## config.mk

```make
export PLATFORM = sky130hd
export DESIGN_NAME = sram_arb_flat
export DESIGN_NICKNAME = d
export VERILOG_FILES = /design/src/rtl/sram_arb_if.sv /design/src/rtl/sram_arb.sv /design/src/flat_wrapper.sv
export SDC_FILE = /design/constraint.sdc
export NUM_CORES = 1
export LEC_CHECK = 0
export CAP_MARGIN = 20
export CORE_MARGIN = 5
export CORE_UTILIZATION = 35
export CTS_CLUSTER_DIAMETER = 200
export CTS_CLUSTER_SIZE = 28
export DETAILED_ROUTE_END_ITERATION = 10
export PLACE_DENSITY = 0.69
export REMOVE_ABC_BUFFERS = 1
export SLEW_MARGIN = 20
export SYNTH_ARGS = -nofsm -noshare
export SYNTH_HDL_FRONTEND = slang
export SYNTH_SLANG_ARGS = --single-unit
```

## constraint.sdc

```tcl
create_clock -name clk_i -period 2.3 [get_ports clk_i]
set_input_delay 0.46 -clock clk_i [delete_from_list [all_inputs] [get_ports clk_i]]
set_output_delay 0.46 -clock clk_i [all_outputs]
set_load 0.02 [all_outputs]
```

## src/rtl/sram_arb_if.sv

```systemverilog
// Bus bundle for sram_arb: fetch port, data port and SRAM-controller side.
// slave = the arbiter's view; master = the environment (requesters plus controller).
interface sram_arb_if;
  logic        if_req_i;
  logic [23:0] if_addr_i;
  logic        if_ack_o;
  logic [31:0] if_rdata_o;

  logic        d_req_i;
  logic        d_we_i;
  logic [23:0] d_addr_i;
  logic [31:0] d_wdata_i;
  logic [3:0]  d_be_i;
  logic        d_ack_o;
  logic [31:0] d_rdata_o;

  logic        timeout_o;

  logic        start_o;
  logic        rw_o;
  logic [23:0] addr_o;
  logic [31:0] wdata_o;
  logic [3:0]  be_o;
  logic [31:0] rdata_i;
  logic        r_ready_i;
  logic        w_finish_i;

  modport slave (
    input  if_req_i, if_addr_i,
    output if_ack_o, if_rdata_o,
    input  d_req_i, d_we_i, d_addr_i, d_wdata_i, d_be_i,
    output d_ack_o, d_rdata_o,
    output timeout_o,
    output start_o, rw_o, addr_o, wdata_o, be_o,
    input  rdata_i, r_ready_i, w_finish_i
  );

  modport master (
    output if_req_i, if_addr_i,
    input  if_ack_o, if_rdata_o,
    output d_req_i, d_we_i, d_addr_i, d_wdata_i, d_be_i,
    input  d_ack_o, d_rdata_o,
    input  timeout_o,
    input  start_o, rw_o, addr_o, wdata_o, be_o,
    output rdata_i, r_ready_i, w_finish_i
  );
endinterface

```

## src/rtl/sram_arb.sv

```systemverilog
// Two-port (fetch/data) arbiter in front of a single SRAM controller, with a BUSY timeout.
// Define SRAM_ARB_RR_EN for round-robin on simultaneous requests; default is data-over-fetch priority.
module sram_arb #(
  parameter int unsigned TIMEOUT = 15
) (
  input logic       clk_i,
  input logic       rst_n_i,
  sram_arb_if.slave bus
);

  typedef enum logic [1:0] {IDLE, BUSY, DONE} state_t;

  localparam logic [3:0] CNT_LAST = 4'(TIMEOUT - 1);

  state_t      state_reg, state_next;
  logic [3:0]  cnt_reg, cnt_next;
  logic        owner_reg, owner_next;   // 1 = data port, 0 = fetch port
  logic        start_reg, start_next;
  logic        rw_reg, rw_next;
  logic [23:0] addr_reg, addr_next;
  logic [31:0] wdata_reg, wdata_next;
  logic [3:0]  be_reg, be_next;
  logic        if_ack_reg, if_ack_next;
  logic        d_ack_reg, d_ack_next;
  logic        timeout_reg, timeout_next;
  logic [31:0] if_rdata_reg, if_rdata_next;
  logic [31:0] d_rdata_reg, d_rdata_next;

  logic grant_d;
  logic complete;

`ifdef SRAM_ARB_RR_EN
  // On a tie, the port that did not own the previous transaction wins.
  assign grant_d = bus.d_req_i & (~bus.if_req_i | ~owner_reg);
`else
  assign grant_d = bus.d_req_i;
`endif

  assign complete = rw_reg ? bus.r_ready_i : bus.w_finish_i;

  always_ff @(posedge clk_i or negedge rst_n_i) begin
    if (!rst_n_i) begin
      state_reg    <= IDLE;
      cnt_reg      <= 4'h0;
      owner_reg    <= 1'b0;
      start_reg    <= 1'b0;
      rw_reg       <= 1'b1;
      addr_reg     <= 24'h0;
      wdata_reg    <= 32'h0;
      be_reg       <= 4'h0;
      if_ack_reg   <= 1'b0;
      d_ack_reg    <= 1'b0;
      timeout_reg  <= 1'b0;
      if_rdata_reg <= 32'h0;
      d_rdata_reg  <= 32'h0;
    end else begin
      state_reg    <= state_next;
      cnt_reg      <= cnt_next;
      owner_reg    <= owner_next;
      start_reg    <= start_next;
      rw_reg       <= rw_next;
      addr_reg     <= addr_next;
      wdata_reg    <= wdata_next;
      be_reg       <= be_next;
      if_ack_reg   <= if_ack_next;
      d_ack_reg    <= d_ack_next;
      timeout_reg  <= timeout_next;
      if_rdata_reg <= if_rdata_next;
      d_rdata_reg  <= d_rdata_next;
    end
  end

  always_comb begin
    state_next    = state_reg;
    cnt_next      = cnt_reg;
    owner_next    = owner_reg;
    start_next    = start_reg;
    rw_next       = rw_reg;
    addr_next     = addr_reg;
    wdata_next    = wdata_reg;
    be_next       = be_reg;
    if_ack_next   = 1'b0;
    d_ack_next    = 1'b0;
    timeout_next  = 1'b0;
    if_rdata_next = if_rdata_reg;
    d_rdata_next  = d_rdata_reg;

    case (state_reg)
      IDLE: begin
        if (bus.if_req_i || bus.d_req_i) begin
          owner_next = grant_d;
          start_next = 1'b1;
          cnt_next   = 4'h0;
          state_next = BUSY;
          if (grant_d) begin
            rw_next    = ~bus.d_we_i;
            addr_next  = bus.d_addr_i;
            wdata_next = bus.d_wdata_i;
            be_next    = bus.d_be_i;
          end else begin
            // Fetch is read-only and never carries write data or byte enables.
            rw_next    = 1'b1;
            addr_next  = bus.if_addr_i;
            wdata_next = 32'h0;
            be_next    = 4'h0;
          end
        end
      end

      BUSY: begin
        if (complete || cnt_reg == CNT_LAST) begin
          start_next   = 1'b0;
          timeout_next = ~complete;
          state_next   = DONE;
          if (owner_reg) d_ack_next  = 1'b1;
          else           if_ack_next = 1'b1;
          // An aborted read returns zero rather than stale controller data.
          if (rw_reg) begin
            if (owner_reg) d_rdata_next  = complete ? bus.rdata_i : 32'h0;
            else           if_rdata_next = complete ? bus.rdata_i : 32'h0;
          end
        end else begin
          cnt_next = cnt_reg + 4'h1;
        end
      end

      DONE: begin
        state_next = IDLE;
      end

      default: begin
        state_next = IDLE;
      end
    endcase
  end

  assign bus.start_o    = start_reg;
  assign bus.rw_o       = rw_reg;
  assign bus.addr_o     = addr_reg;
  assign bus.wdata_o    = wdata_reg;
  assign bus.be_o       = be_reg;
  assign bus.if_ack_o   = if_ack_reg;
  assign bus.d_ack_o    = d_ack_reg;
  assign bus.timeout_o  = timeout_reg;
  assign bus.if_rdata_o = if_rdata_reg;
  assign bus.d_rdata_o  = d_rdata_reg;

endmodule

```

## src/flat_wrapper.sv

```systemverilog
// flat-port wrapper written by rule: the top's interface ports become plain ports
module sram_arb_flat 
#(
  parameter int unsigned TIMEOUT = 15
)
  (clk_i, rst_n_i, bus_if_req_i, bus_if_addr_i, bus_if_ack_o, bus_if_rdata_o, bus_d_req_i, bus_d_we_i, bus_d_addr_i, bus_d_wdata_i, bus_d_be_i, bus_d_ack_o, bus_d_rdata_o, bus_timeout_o, bus_start_o, bus_rw_o, bus_addr_o, bus_wdata_o, bus_be_o, bus_rdata_i, bus_r_ready_i, bus_w_finish_i);
  sram_arb_if bus_i ();
  input logic clk_i;
  input logic rst_n_i;
  input wire logic [$bits(bus_i.if_req_i)-1:0] bus_if_req_i;
  input wire logic [$bits(bus_i.if_addr_i)-1:0] bus_if_addr_i;
  output wire logic [$bits(bus_i.if_ack_o)-1:0] bus_if_ack_o;
  output wire logic [$bits(bus_i.if_rdata_o)-1:0] bus_if_rdata_o;
  input wire logic [$bits(bus_i.d_req_i)-1:0] bus_d_req_i;
  input wire logic [$bits(bus_i.d_we_i)-1:0] bus_d_we_i;
  input wire logic [$bits(bus_i.d_addr_i)-1:0] bus_d_addr_i;
  input wire logic [$bits(bus_i.d_wdata_i)-1:0] bus_d_wdata_i;
  input wire logic [$bits(bus_i.d_be_i)-1:0] bus_d_be_i;
  output wire logic [$bits(bus_i.d_ack_o)-1:0] bus_d_ack_o;
  output wire logic [$bits(bus_i.d_rdata_o)-1:0] bus_d_rdata_o;
  output wire logic [$bits(bus_i.timeout_o)-1:0] bus_timeout_o;
  output wire logic [$bits(bus_i.start_o)-1:0] bus_start_o;
  output wire logic [$bits(bus_i.rw_o)-1:0] bus_rw_o;
  output wire logic [$bits(bus_i.addr_o)-1:0] bus_addr_o;
  output wire logic [$bits(bus_i.wdata_o)-1:0] bus_wdata_o;
  output wire logic [$bits(bus_i.be_o)-1:0] bus_be_o;
  input wire logic [$bits(bus_i.rdata_i)-1:0] bus_rdata_i;
  input wire logic [$bits(bus_i.r_ready_i)-1:0] bus_r_ready_i;
  input wire logic [$bits(bus_i.w_finish_i)-1:0] bus_w_finish_i;
  assign bus_i.if_req_i = bus_if_req_i;
  assign bus_i.if_addr_i = bus_if_addr_i;
  assign bus_if_ack_o = bus_i.if_ack_o;
  assign bus_if_rdata_o = bus_i.if_rdata_o;
  assign bus_i.d_req_i = bus_d_req_i;
  assign bus_i.d_we_i = bus_d_we_i;
  assign bus_i.d_addr_i = bus_d_addr_i;
  assign bus_i.d_wdata_i = bus_d_wdata_i;
  assign bus_i.d_be_i = bus_d_be_i;
  assign bus_d_ack_o = bus_i.d_ack_o;
  assign bus_d_rdata_o = bus_i.d_rdata_o;
  assign bus_timeout_o = bus_i.timeout_o;
  assign bus_start_o = bus_i.start_o;
  assign bus_rw_o = bus_i.rw_o;
  assign bus_addr_o = bus_i.addr_o;
  assign bus_wdata_o = bus_i.wdata_o;
  assign bus_be_o = bus_i.be_o;
  assign bus_i.rdata_i = bus_rdata_i;
  assign bus_i.r_ready_i = bus_r_ready_i;
  assign bus_i.w_finish_i = bus_w_finish_i;
  sram_arb #(.TIMEOUT(TIMEOUT)) u_core (.clk_i(clk_i), .rst_n_i(rst_n_i), .bus(bus_i));
endmodule
```

==> flow_summary.ini <==
[die]
die-height_um = 136
initial_utilization = 0.353
row_count = 46
die_area_sq_um = 18500
coreArea_sq_um = 15700
num_io_pins = 252
die_width_um = 136

[global_route]
grt-busiest-layer = met2
antenna_found_initial = 0
grt-ovfl-total = 0
grt_max_degree = 60
use_met2 = 0.264
use_met1 = 0.224
grt_pass1_wl_mm = 24.6
grt_use_met3 = 0.0622
track_usage = 0.171
grt_pass1_vias = 4591

[logic_synthesis]
yosysTopAreaCell = dfrtp_1
ys_ff_latch = 136
async_reset_ff_frac = 1.00
yosysWarnings = 0
yosysMostFrequentCell = dfrtp_1
syn_avg_cell_area_sq_um = 13.6
yosysTopAreaCellShare = 0.609
synth-edff-count = 0
synthFlopType = dfrtp_1
synth_area_sq_um = 5550
yosysSeqAreaShare = 0.614
synth.area.top_cells = dfrtp_1 (61%), mux2_2 (6.9%), mux2_1 (6.3%)
syn-instance-count = 408
yosysUniqueCellTypes = 35
netlist_top_cells_count = dfrtp_1 (135), o21ai_0 (47), a22o_1 (36)

[timing]
hold_slack_ps = 482
final.period_utilization = 0.910
min_period_ps = 2090
fmax_ghz = 0.478
setup_slack_ps = 208
tightest_slew_ps = 445
maxSlewHeadroom = 0.695
fin_worst_skew_ps = 8.82
grt_setup_unrepaired = no
setup_viol = 0
hold_viol = 0
slew_violations = 0

[clocking]
insertion_delay_ps = 410
cts_made_buffers = 17
h-tree-depth = 4
max-clock-path-buffers = 2
clock-sinks = 136
path_clk_slew_ps = 60
tritoncts = built
postCtsSetupBuffers = 0
clockRootBuffer = clkbuf_16

[place]
gp_congestion = 0.778
io_buffers = 251
place_ws_ps = -39.1
dp.cells = 863
place.detailed.hpwl_mm = 11.9
postPlaceCellArea_sq_um = 8420

[pwr]
p_int_mw = 7.92
power_frac_seq = 0.327
p_switching_mw = 4.46
clockPowerShare = 0.217
p_leak_nw = 3.95
pwr_density_cell_nw_per_um2 = 1370
p_comb_frac = 0.456
peakVddDrop_mv = 0.640
p_sw_frac = 0.360

[routing]
wirelength_mm = 15.8
wl_per_cell_um = 17.6
firstDrtPassIters = 4
drtIter0Drc = 134
ant_nets = 0
drc = 0
avgViaCountPerCell = 4.76
vias = 4269

[critical_path]
cp-end-kind = output port
r2r_cells = 7
r2r-end = u_core.bus.d_rdata_o[21]
r2r_setup_slack_ps = 270
crit_fanout = 5
crit_path_top_delay_cell = clkdlybuf4s50_1
worstSetupStartpoint = u_core.bus.rw_o
cp_num_buf_inv = 1
path_cells = clkdlybuf4s50_1
worstSetupPathType = register to output port
cp.arrival_ps = 1630
cp_slowest_stage_delay_ps = 620
r2r_start = u_core.cnt_reg[0]
required_ps = 1840
cp-start-kind = register
cp_top_family = buffers and inverters

[cells_and_area]
final_cells = 896
final_nets = 792
drive_gt1_frac = 0.128
fillers = 1328
antenna_cells = 0
multi_input_area_sq_um = 2010
syn2layout_area_growth_pct = 62.6
register_area_sq_um = 3400
stdcell_area_sq_um = 9020

[worst_hold_path]
hold_end = u_core.bus.if_rdata_o[11]
hold_start = u_core.bus.if_rdata_o[11]
min_path_cells = 1
holdCritPathClass = register to register

[outcome]
run_status = completed

[job]
cap_violations = 0
==> cell type report <==
class | count | share of cell area
inverter | 4 | 0.00167
clock inverter | 13 | 0.0161
tap | 216 | 0.0300
timing repair buffer | 268 | 0.302
sequential | 136 | 0.378
clock buffer | 19 | 0.0491
multi-input combinational | 240 | 0.223
==> worst reg2reg max path: stages (launching register included) <==
cell and delay, ps:
dfrtp_1 420, inv_1 70, ha_1 160, nand3_1 150, buf_4 200, a211oi_4 310, buf_12 240, mux2_2 360
==> cell usage in the layout (no fill, tap or decap), drive strengths merged, types with 2 or more instances in the layout <==
master,n
buf,18
nor2,2
bufinv,2
and2,34
nand2,2
mux2i,28
ha,2
o21ai,52
clkdlybuf4s50,249
clkinvlp,2
a22o,36
clkinv,5
mux2,65
clkbuf,19
inv,8
nand3,2
dfrtp,135
==> how the worst max path moves through the flow <==
stage | endpoint | slack [ps] | cells after the start
4_1_cts | bus_rw_o | 180 | 1
3_5_place_dp | u_core.bus.d_rdata_o[22] | -40 | 6
6_report | bus_rw_o | 210 | 1
5_1_grt | bus_rw_o | 160 | 1
3_3_place_gp | u_core.bus.d_rdata_o[17] | 50 | 6
2_1_floorplan | u_core.bus.start_o | -530 | 2
==> cells by family after synthesis <==
kind of cell | Yosys count | share of synthesized area
fa+ha+maj | 2 | 0.00451
flops | 136 | 0.614
mux | 93 | 0.182
buf+inv | 32 | 0.0266
compound gates | 95 | 0.118
simple gates | 50 | 0.0550
==> repair_timing <==
action / 4_1_cts / 5_1_grt
hold buffers: 1 / 0
hold endpoints to repair: 32 / 0
resized for setup: 0 / 0
==> layer usage <==
| layer | vias up | wire (um) |
|---|---|---|
| li1 | 1991 | - |
| met1 | 2067 | 6770 |
| met2 | 197 | 7360 |
| met3 | 14 | 1480 |
| met4 | 0 | 198 |
| met5 | - | 0 |
==> power groups by stage <==
stage,Combinational (mW),Clock (mW),Sequential (mW)
after floorplan,1.52,0,5.19
after global placement,5.61,0,4.05
after detailed placement,5.73,0,4.09
after CTS,5.74,2.75,4.07
after global routing,6.02,2.86,4.19
final,5.65,2.69,4.05
==> per-stage QoR <==
| stage | power (mW) | TNS, ps | utilization |
|---|---|---|---|
| 3_5_place_dp | 9.81 | -808 | 0.536 |
| 2_1_floorplan | 6.71 | -55210 | - |
| 6_report | 12.4 | 0 | 0.574 |
| 4_1_cts | 12.6 | 0 | 0.574 |
| 3_3_place_gp | 9.67 | 0 | 0.536 |
| 5_1_grt | 13.1 | 0 | 0.574 |
(Power assumes the default switching activity.)
